## src/rtl/pipeline_ctrl.sv

```systemverilog
// pipeline_ctrl: MIPS-style main/ALU decoder for the Decode stage, the
// D->E, E->M and M->W control-register chain, and next-PC selection with a
// younger-instruction kill request. Branches resolve either in Decode or in
// Memory depending on BR_STAGE.
//
// This block has no valid/ready handshakes. Pipeline movement is governed
// only by stall_e (hold E, M and W) and by bubbles. A bubble is all-zero
// controls and is loaded into E on flush_e or on a taken Memory-stage
// branch. A bubble wins over a stall.
module pipeline_ctrl #(
   parameter int ALUCTRL_W = 4,
   parameter int BR_STAGE  = 0,
   parameter int HAS_HILO  = 1
) (
   input  logic                 clk,
   input  logic                 rst_n,
   // Decode-stage instruction fields and compare results
   input  logic [5:0]           opcode_d,
   input  logic [5:0]           funct_d,
   input  logic                 equal_d,
   input  logic                 zero_m,
   // Pipeline control
   input  logic                 stall_e,
   input  logic                 flush_e,
   // Combinational Decode controls
   output logic                 regwrite_d,
   output logic                 memtoreg_d,
   output logic                 memwrite_d,
   output logic                 branch_d,
   output logic                 alusrc_d,
   output logic                 jump_d,
   output logic                 jr_d,
   output logic                 illegal_d,
   output logic [1:0]           regdst_d,
   // Execute controls
   output logic [ALUCTRL_W-1:0] alucontrol_e,
   output logic                 regwrite_e,
   output logic                 memtoreg_e,
   output logic                 memwrite_e,
   output logic                 alusrc_e,
   output logic                 hilowrite_e,
   // Memory and Writeback controls
   output logic                 regwrite_m,
   output logic                 memtoreg_m,
   output logic                 memwrite_m,
   output logic                 regwrite_w,
   output logic                 memtoreg_w,
   // Next-PC select and kill request
   output logic [1:0]           pcsrc,
   output logic                 flush_br
);

   // Opcodes
   localparam logic [5:0] OP_RTYPE = 6'b000000;
   localparam logic [5:0] OP_LW    = 6'b100011;
   localparam logic [5:0] OP_SW    = 6'b101011;
   localparam logic [5:0] OP_BEQ   = 6'b000100;
   localparam logic [5:0] OP_BNE   = 6'b000101;
   localparam logic [5:0] OP_ADDI  = 6'b001000;
   localparam logic [5:0] OP_J     = 6'b000010;
   localparam logic [5:0] OP_JAL   = 6'b000011;

   // R-type function codes
   localparam logic [5:0] FN_ADD  = 6'b100000;
   localparam logic [5:0] FN_SUB  = 6'b100010;
   localparam logic [5:0] FN_AND  = 6'b100100;
   localparam logic [5:0] FN_OR   = 6'b100101;
   localparam logic [5:0] FN_SLT  = 6'b101010;
   localparam logic [5:0] FN_JR   = 6'b001000;
   localparam logic [5:0] FN_MULT = 6'b011000;
   localparam logic [5:0] FN_MFHI = 6'b010000;
   localparam logic [5:0] FN_MFLO = 6'b010010;

   // ALU control codes. The mult code only fits when ALUCTRL_W >= 4.
   localparam logic [ALUCTRL_W-1:0] ALU_AND  = ALUCTRL_W'(0);
   localparam logic [ALUCTRL_W-1:0] ALU_OR   = ALUCTRL_W'(1);
   localparam logic [ALUCTRL_W-1:0] ALU_ADD  = ALUCTRL_W'(2);
   localparam logic [ALUCTRL_W-1:0] ALU_SUB  = ALUCTRL_W'(6);
   localparam logic [ALUCTRL_W-1:0] ALU_SLT  = ALUCTRL_W'(7);
   localparam logic [ALUCTRL_W-1:0] ALU_MULT = ALUCTRL_W'(8);

   // Register-destination and next-PC encodings
   localparam logic [1:0] RD_RT  = 2'b00;
   localparam logic [1:0] RD_RD  = 2'b01;
   localparam logic [1:0] RD_R31 = 2'b10;

   localparam logic [1:0] PC_SEQ    = 2'b00;
   localparam logic [1:0] PC_BRANCH = 2'b01;
   localparam logic [1:0] PC_JUMP   = 2'b10;
   localparam logic [1:0] PC_REG    = 2'b11;

   localparam bit BR_IN_M = (BR_STAGE == 1);
   localparam bit HILO_EN = (HAS_HILO != 0);

   // Control bundles carried down the pipeline. branch/is_bne ride along
   // only when branches resolve in Memory; otherwise they stay zero.
   typedef struct packed {
      logic                 regwrite;
      logic                 memtoreg;
      logic                 memwrite;
      logic                 alusrc;
      logic                 hilowrite;
      logic                 branch;
      logic                 is_bne;
      logic [ALUCTRL_W-1:0] alu;
   } e_ctrl_t;

   typedef struct packed {
      logic regwrite;
      logic memtoreg;
      logic memwrite;
      logic branch;
      logic is_bne;
   } m_ctrl_t;

   typedef struct packed {
      logic regwrite;
      logic memtoreg;
   } w_ctrl_t;

   logic [ALUCTRL_W-1:0] alucontrol_dec;
   logic                 hilowrite_dec;
   logic                 is_bne_dec;
   logic                 taken_d;
   logic                 taken_m;

   e_ctrl_t e_ctrl_q, e_ctrl_d;
   m_ctrl_t m_ctrl_q, m_ctrl_d;
   w_ctrl_t w_ctrl_q, w_ctrl_d;

   // Main and ALU decode. Every output starts at zero, and an illegal
   // encoding only raises illegal_d, so it can never enable a write.
   always_comb begin
      regwrite_d     = 1'b0;
      memtoreg_d     = 1'b0;
      memwrite_d     = 1'b0;
      branch_d       = 1'b0;
      alusrc_d       = 1'b0;
      jump_d         = 1'b0;
      jr_d           = 1'b0;
      illegal_d      = 1'b0;
      regdst_d       = RD_RT;
      alucontrol_dec = ALU_AND;
      hilowrite_dec  = 1'b0;
      is_bne_dec     = 1'b0;
      case (opcode_d)
         OP_RTYPE: begin
            case (funct_d)
               FN_ADD:  begin regwrite_d = 1'b1; regdst_d = RD_RD; alucontrol_dec = ALU_ADD; end
               FN_SUB:  begin regwrite_d = 1'b1; regdst_d = RD_RD; alucontrol_dec = ALU_SUB; end
               FN_AND:  begin regwrite_d = 1'b1; regdst_d = RD_RD; alucontrol_dec = ALU_AND; end
               FN_OR:   begin regwrite_d = 1'b1; regdst_d = RD_RD; alucontrol_dec = ALU_OR;  end
               FN_SLT:  begin regwrite_d = 1'b1; regdst_d = RD_RD; alucontrol_dec = ALU_SLT; end
               FN_JR:   jr_d = 1'b1;
               FN_MULT: begin
                  if (HILO_EN) begin
                     hilowrite_dec  = 1'b1;
                     alucontrol_dec = ALU_MULT;
                  end else begin
                     illegal_d = 1'b1;
                  end
               end
               FN_MFHI, FN_MFLO: begin
                  if (HILO_EN) begin
                     regwrite_d = 1'b1;
                     regdst_d   = RD_RD;
                  end else begin
                     illegal_d = 1'b1;
                  end
               end
               default: illegal_d = 1'b1;
            endcase
         end
         OP_LW:   begin regwrite_d = 1'b1; memtoreg_d = 1'b1; alusrc_d = 1'b1; alucontrol_dec = ALU_ADD; end
         OP_SW:   begin memwrite_d = 1'b1; alusrc_d = 1'b1; alucontrol_dec = ALU_ADD; end
         OP_BEQ:  begin branch_d = 1'b1; alucontrol_dec = ALU_SUB; end
         OP_BNE:  begin branch_d = 1'b1; is_bne_dec = 1'b1; alucontrol_dec = ALU_SUB; end
         OP_ADDI: begin regwrite_d = 1'b1; alusrc_d = 1'b1; alucontrol_dec = ALU_ADD; end
         OP_J:    jump_d = 1'b1;
         OP_JAL:  begin jump_d = 1'b1; regwrite_d = 1'b1; regdst_d = RD_R31; end
         default: illegal_d = 1'b1;
      endcase
   end

   // Branch resolution: only one of the two terms can be live for a given BR_STAGE.
   always_comb begin
      taken_d = ~BR_IN_M & branch_d & (equal_d ^ is_bne_dec);
      taken_m =  BR_IN_M & m_ctrl_q.branch & (zero_m ^ m_ctrl_q.is_bne);
   end

   // Next-PC priority: Memory branch, then jr, then jump, then Decode branch.
   always_comb begin
      pcsrc    = PC_SEQ;
      flush_br = 1'b0;
      if (taken_m) begin
         pcsrc    = PC_BRANCH;
         flush_br = 1'b1;
      end else if (jr_d) begin
         pcsrc    = PC_REG;
         flush_br = 1'b1;
      end else if (jump_d) begin
         pcsrc    = PC_JUMP;
         flush_br = 1'b1;
      end else if (taken_d) begin
         pcsrc    = PC_BRANCH;
         flush_br = 1'b1;
      end
   end

   // Next values for the E, M and W control registers. A bubble into E beats stall.
   always_comb begin
      e_ctrl_d = e_ctrl_q;
      m_ctrl_d = m_ctrl_q;
      w_ctrl_d = w_ctrl_q;
      if (flush_e || taken_m) begin
         e_ctrl_d = '0;
      end else if (!stall_e) begin
         e_ctrl_d.regwrite  = regwrite_d;
         e_ctrl_d.memtoreg  = memtoreg_d;
         e_ctrl_d.memwrite  = memwrite_d;
         e_ctrl_d.alusrc    = alusrc_d;
         e_ctrl_d.hilowrite = hilowrite_dec;
         e_ctrl_d.branch    = BR_IN_M & branch_d;
         e_ctrl_d.is_bne    = BR_IN_M & is_bne_dec;
         e_ctrl_d.alu       = alucontrol_dec;
      end
      if (!stall_e) begin
         m_ctrl_d.regwrite = e_ctrl_q.regwrite;
         m_ctrl_d.memtoreg = e_ctrl_q.memtoreg;
         m_ctrl_d.memwrite = e_ctrl_q.memwrite;
         m_ctrl_d.branch   = e_ctrl_q.branch;
         m_ctrl_d.is_bne   = e_ctrl_q.is_bne;
         w_ctrl_d.regwrite = m_ctrl_q.regwrite;
         w_ctrl_d.memtoreg = m_ctrl_q.memtoreg;
      end
   end

   // Control registers; reset clears every in-flight control at once.
   always_ff @(posedge clk or negedge rst_n) begin
      if (!rst_n) begin
         e_ctrl_q <= '0;
         m_ctrl_q <= '0;
         w_ctrl_q <= '0;
      end else begin
         e_ctrl_q <= e_ctrl_d;
         m_ctrl_q <= m_ctrl_d;
         w_ctrl_q <= w_ctrl_d;
      end
   end

   // Registered controls out to the datapath.
   always_comb begin
      alucontrol_e = e_ctrl_q.alu;
      regwrite_e   = e_ctrl_q.regwrite;
      memtoreg_e   = e_ctrl_q.memtoreg;
      memwrite_e   = e_ctrl_q.memwrite;
      alusrc_e     = e_ctrl_q.alusrc;
      hilowrite_e  = e_ctrl_q.hilowrite;
      regwrite_m   = m_ctrl_q.regwrite;
      memtoreg_m   = m_ctrl_q.memtoreg;
      memwrite_m   = m_ctrl_q.memwrite;
      regwrite_w   = w_ctrl_q.regwrite;
      memtoreg_w   = w_ctrl_q.memtoreg;
   end

endmodule

```

## config.mk

```make
export PLATFORM = sky130hd
export DESIGN_NAME = pipeline_ctrl
export DESIGN_NICKNAME = d
export VERILOG_FILES = /design/src/rtl/pipeline_ctrl.sv
export SDC_FILE = /design/constraint.sdc
export NUM_CORES = 1
export LEC_CHECK = 0
export CORE_ASPECT_RATIO = 1.1
export CORE_MARGIN = 2
export CORE_UTILIZATION = 35
export DETAILED_ROUTE_END_ITERATION = 12
export PLACE_DENSITY = 0.72
export SLEW_MARGIN = 30
export SYNTH_ARGS = -nofsm -noshare
export SYNTH_HDL_FRONTEND = slang
export SYNTH_SLANG_ARGS = --single-unit
```

## constraint.sdc

```tcl
create_clock -name clk -period 2.3 [get_ports clk]
set_input_delay 0.345 -clock clk [delete_from_list [all_inputs] [get_ports clk]]
set_output_delay 0.345 -clock clk [all_outputs]
set_load 0.005 [all_outputs]
```

==> results list, run 1 <==
* Length in cells of the worst reg-to-reg path: 1
- The kind of cell with the highest combined delay along the critical path is buffers and inverters.
* Insertion delay of the later-clocked pin in the worst-skew pair: 280 ps
- The setup path with the least slack is of type in -> out.
- Sum of buffers and inverters on the critical path: 3
* Netlist cell types: 36
- Overall power consumption after layout is estimated at 573.8 uW.
* Fin nets: 192
* Average wire length per cell after detail routing: 12.43 microns
- Root buffer cell: clkbuf_4
- Pre-CTS setup slack: -277.3 ps
* Top achievable clock speed: 433.0 MHz
* Number of antenna-violating nets in the routed design: 0
- For this run, the slowest stage of the critical path takes 500 ps.
- Cells fill 68.27% of the core in the end.
- Layout overhead on the synthesized area: 90.86%
- Minimum clock period after layout: 2310 ps
- Of all nets on the critical path, the largest fanout is 3.
- In the layout the commonest cells are buf_4 (33), clkdlybuf4s50_1 (28), dfrtp_1 (14), dlygate4sd2_1 (10), nand2_1 (9).
* Number of flip-flops in the largest register: 4
- Via count of the routed design: 1,014
- Adder-cell area share of the yosys netlist: 0%
- Worst-case vdd ir drop: 0.2474 mV
* Largest area contributor in the synthesized netlist: dfrtp_1
* Max-cap violation count: 0
* Drt pass-1 iters: 4
* Sequential share of the synthesized area: 40.00%
- Tot GR Track Use: 18.62%
- The HPWL after detailed placement is 1965 microns.
* RSZ-0062 raised after global routing: yes
- The clock passes through at most 2 buffers.
- In this run the critical register-to-register path is captured at memwrite_m.
- FF+latch count, synth: 14
- After synthesis, the mean cell area works out to 9.123 sq um.
- Of the available clock period, the critical path in the final layout requires 100.4%.
* Area enclosed by the die boundary: 2919 sq um
* Top-area cell type share of the netlist area: 40.00%
- Clock slew seen by the registers of the worst setup and hold paths: 80 ps
- Global routing finished with a remaining overflow of 0.
* First-pass GRT wire length: 4174 microns
* Critical path arrival: 1960 ps
- Finished Layout Cells: 204
* Floorplan core area: 2449 sq um
- For this run, design rule violations remaining after detail routing come to 0.
- The number of pins exceeding their max-slew limit in the final report was 0.
* Number of placement rows: 19
- H-Tree Level Count: 1
- Measured against its own limit, the worst slew margin works out to 60.31%.
- Initial antenna violation count: 0
* Main combinational cell family by area after synthesis: simple AND/OR/NAND/NOR gates
* Worst min path class: in -> async
- Final weighted congestion in routability-driven placement: 0.8081
- Launching point of the worst reg2reg path: memwrite_e
- Across all setup checks in the final design, the least slack found is -9.573 ps.
* Number of buffers inserted by port buffering: 43
- The mapped netlist covers 875.8 sq um.
- Critical Path Source: funct_d[5]
* Post-synthesis simple-gate area fraction: 33.57%
* Post-synthesis compound-gate area fraction: 13.43%
- Ports: 45
- Number of synthesized flops with an enable pin: 0
- Series of cell instances along the critical path: clkdlybuf4s50_1 -> nor2b_4 -> nand3_1 -> a31o_2 -> inv_1 -> clkdlybuf4s50_1
* Final Hold Viols: 0
- At the pin with the least slew margin, the transition time is 593.5 ps.
* Layout Skew: 6.379 ps
* Library cell contributing the largest single delay on the critical path: clkdlybuf4s50_1
- Using the TritonRoute via totals, the vias-per-cell ratio works out to 4.971.
- Buffers inserted during clock tree synthesis total 3.
- Hold buffer count at cts: 0
* Placed insts: 197
* Outcome: finished with violations
- Total power density per cell area: 343.3 nW/um^2
* Number of inserted filler cells in the final layout: 197
* Critical Path Sink Type: primary output
- The setup check on the worst reg-to-reg path leaves a slack of 1500 ps.
- Setup-failing EPs final: 1
* Share of synthesized registers carrying an async set or reset: 100.0%
* Effective utilization at floorplan: 35.77%
- Worst setup SP type: input pin
- Width of the chip: 51.70 microns
- Entering global routing, the biggest net connects 15 pins.
* WL final: 2535 microns
- The number of antenna diodes in the final layout is 0.
- Fraction of layout instances using a drive strength above 1: 37.57%
- After the first detailed-routing iteration, the DRC count stood at 7.
* Violated checks: negative setup slack
* Number of global-route vias before repair: 984
* Die H: 56.47 microns
- Leakage: 0.0008142 uW
- For this run, the leading register cell type out of synthesis is dfrtp_1.
- Xor-xnor portion of the synthesized cell area: 1.000%
* Post-synth net total: 114
- CTS sink count: 14
- Multiplexer fraction of the synthesized cell area: 8.571%
- Most frequent cell on the critical path: clkdlybuf4s50_1
* Worst endpoint required time: 1960 ps
- Counting every instance in the synthesized netlist gives 96.
* Most common library cell in the layout ignoring fill and taps: buf_4
* Total number of yosys warnings: 0
- Biggest area contributors in the synthesized netlist: dfrtp_1 (40%), mux2_2 (5.1%), nand2_1 (3.9%)
* CTS tree: done
## layer usage
metal,global-route usage (%),part of all wire [%]
met1,21.69,40
met2,33.33,54
met3,2.394,4.3
met4,7.895,1.1
met5,0,0
## worst max path at each step
stage,to,cells past startpoint
finish,regdst_d[0],6
global placement,pcsrc[0],8
floorplan,regdst_d[1],3
detailed placement,regwrite_d,6
CTS,jr_d,7
global route,regdst_d[0],6
## power by group
group,leakage (uW),switching (uW),internal (uW)
logic,0.000601,62.5,82.2
clock network,0.0000210,76.9,96.4
registers,0.000192,3.59,252
## logic make-up after synthesis
family / after synthesis
compound gates: 17
xor+xnor: 1
buf+inv: 8
flops: 14
mux: 7
simple gates: 49
## stage by stage
stage	hold WS (ps)	TNS (ps)	cell area [sq um]
after floorplan	49.41	0	875.8
after global placement	487.0	-2231	1559
after detailed placement	492.5	-2363	1559
after CTS	453.6	0	1650
after global routing	486.0	-83.86	1672
final	433.1	-9.573	1672
## cells in the mapped netlist (2+ instances only)
master,count
inv_1,5
clkbuf_1,2
dfrtp_1,14
nand3_1,4
a21oi_1,6
or3_1,2
o21ai_0,3
nor3_1,4
nand2_1,9
and2_2,2
nor2b_1,3
a21oi_2,2
or2_2,4
nor2_1,8
o31a_1,2
mux2_2,4
mux2i_1,3
## final cells by class
cell class	count	area, sq um	share of cell area, %
repair buffers	76	668.1	39.97
multi-input cells	74	559.3	33.46
flip-flops and latches	14	350.3	20.96
well taps	31	38.79	2.320
clock buffers	4	36.28	2.171
inverters	5	18.77	1.123
## repair_timing
item                       4_1_cts  5_1_grt
setup endpoints to repair       13        6
gates resized for setup         28        6
cloned                           0        0
buffers inserted                 3        0
pin swaps                        4        3
Power figures use the tool's default switching activity.
==> inputs of run 2 (changes only) <==
Settings changed: SLEW_MARGIN 30 to not set.
==> results of run 2 <==
No change in the layout: final DEF, timing and power equal those of run 1.
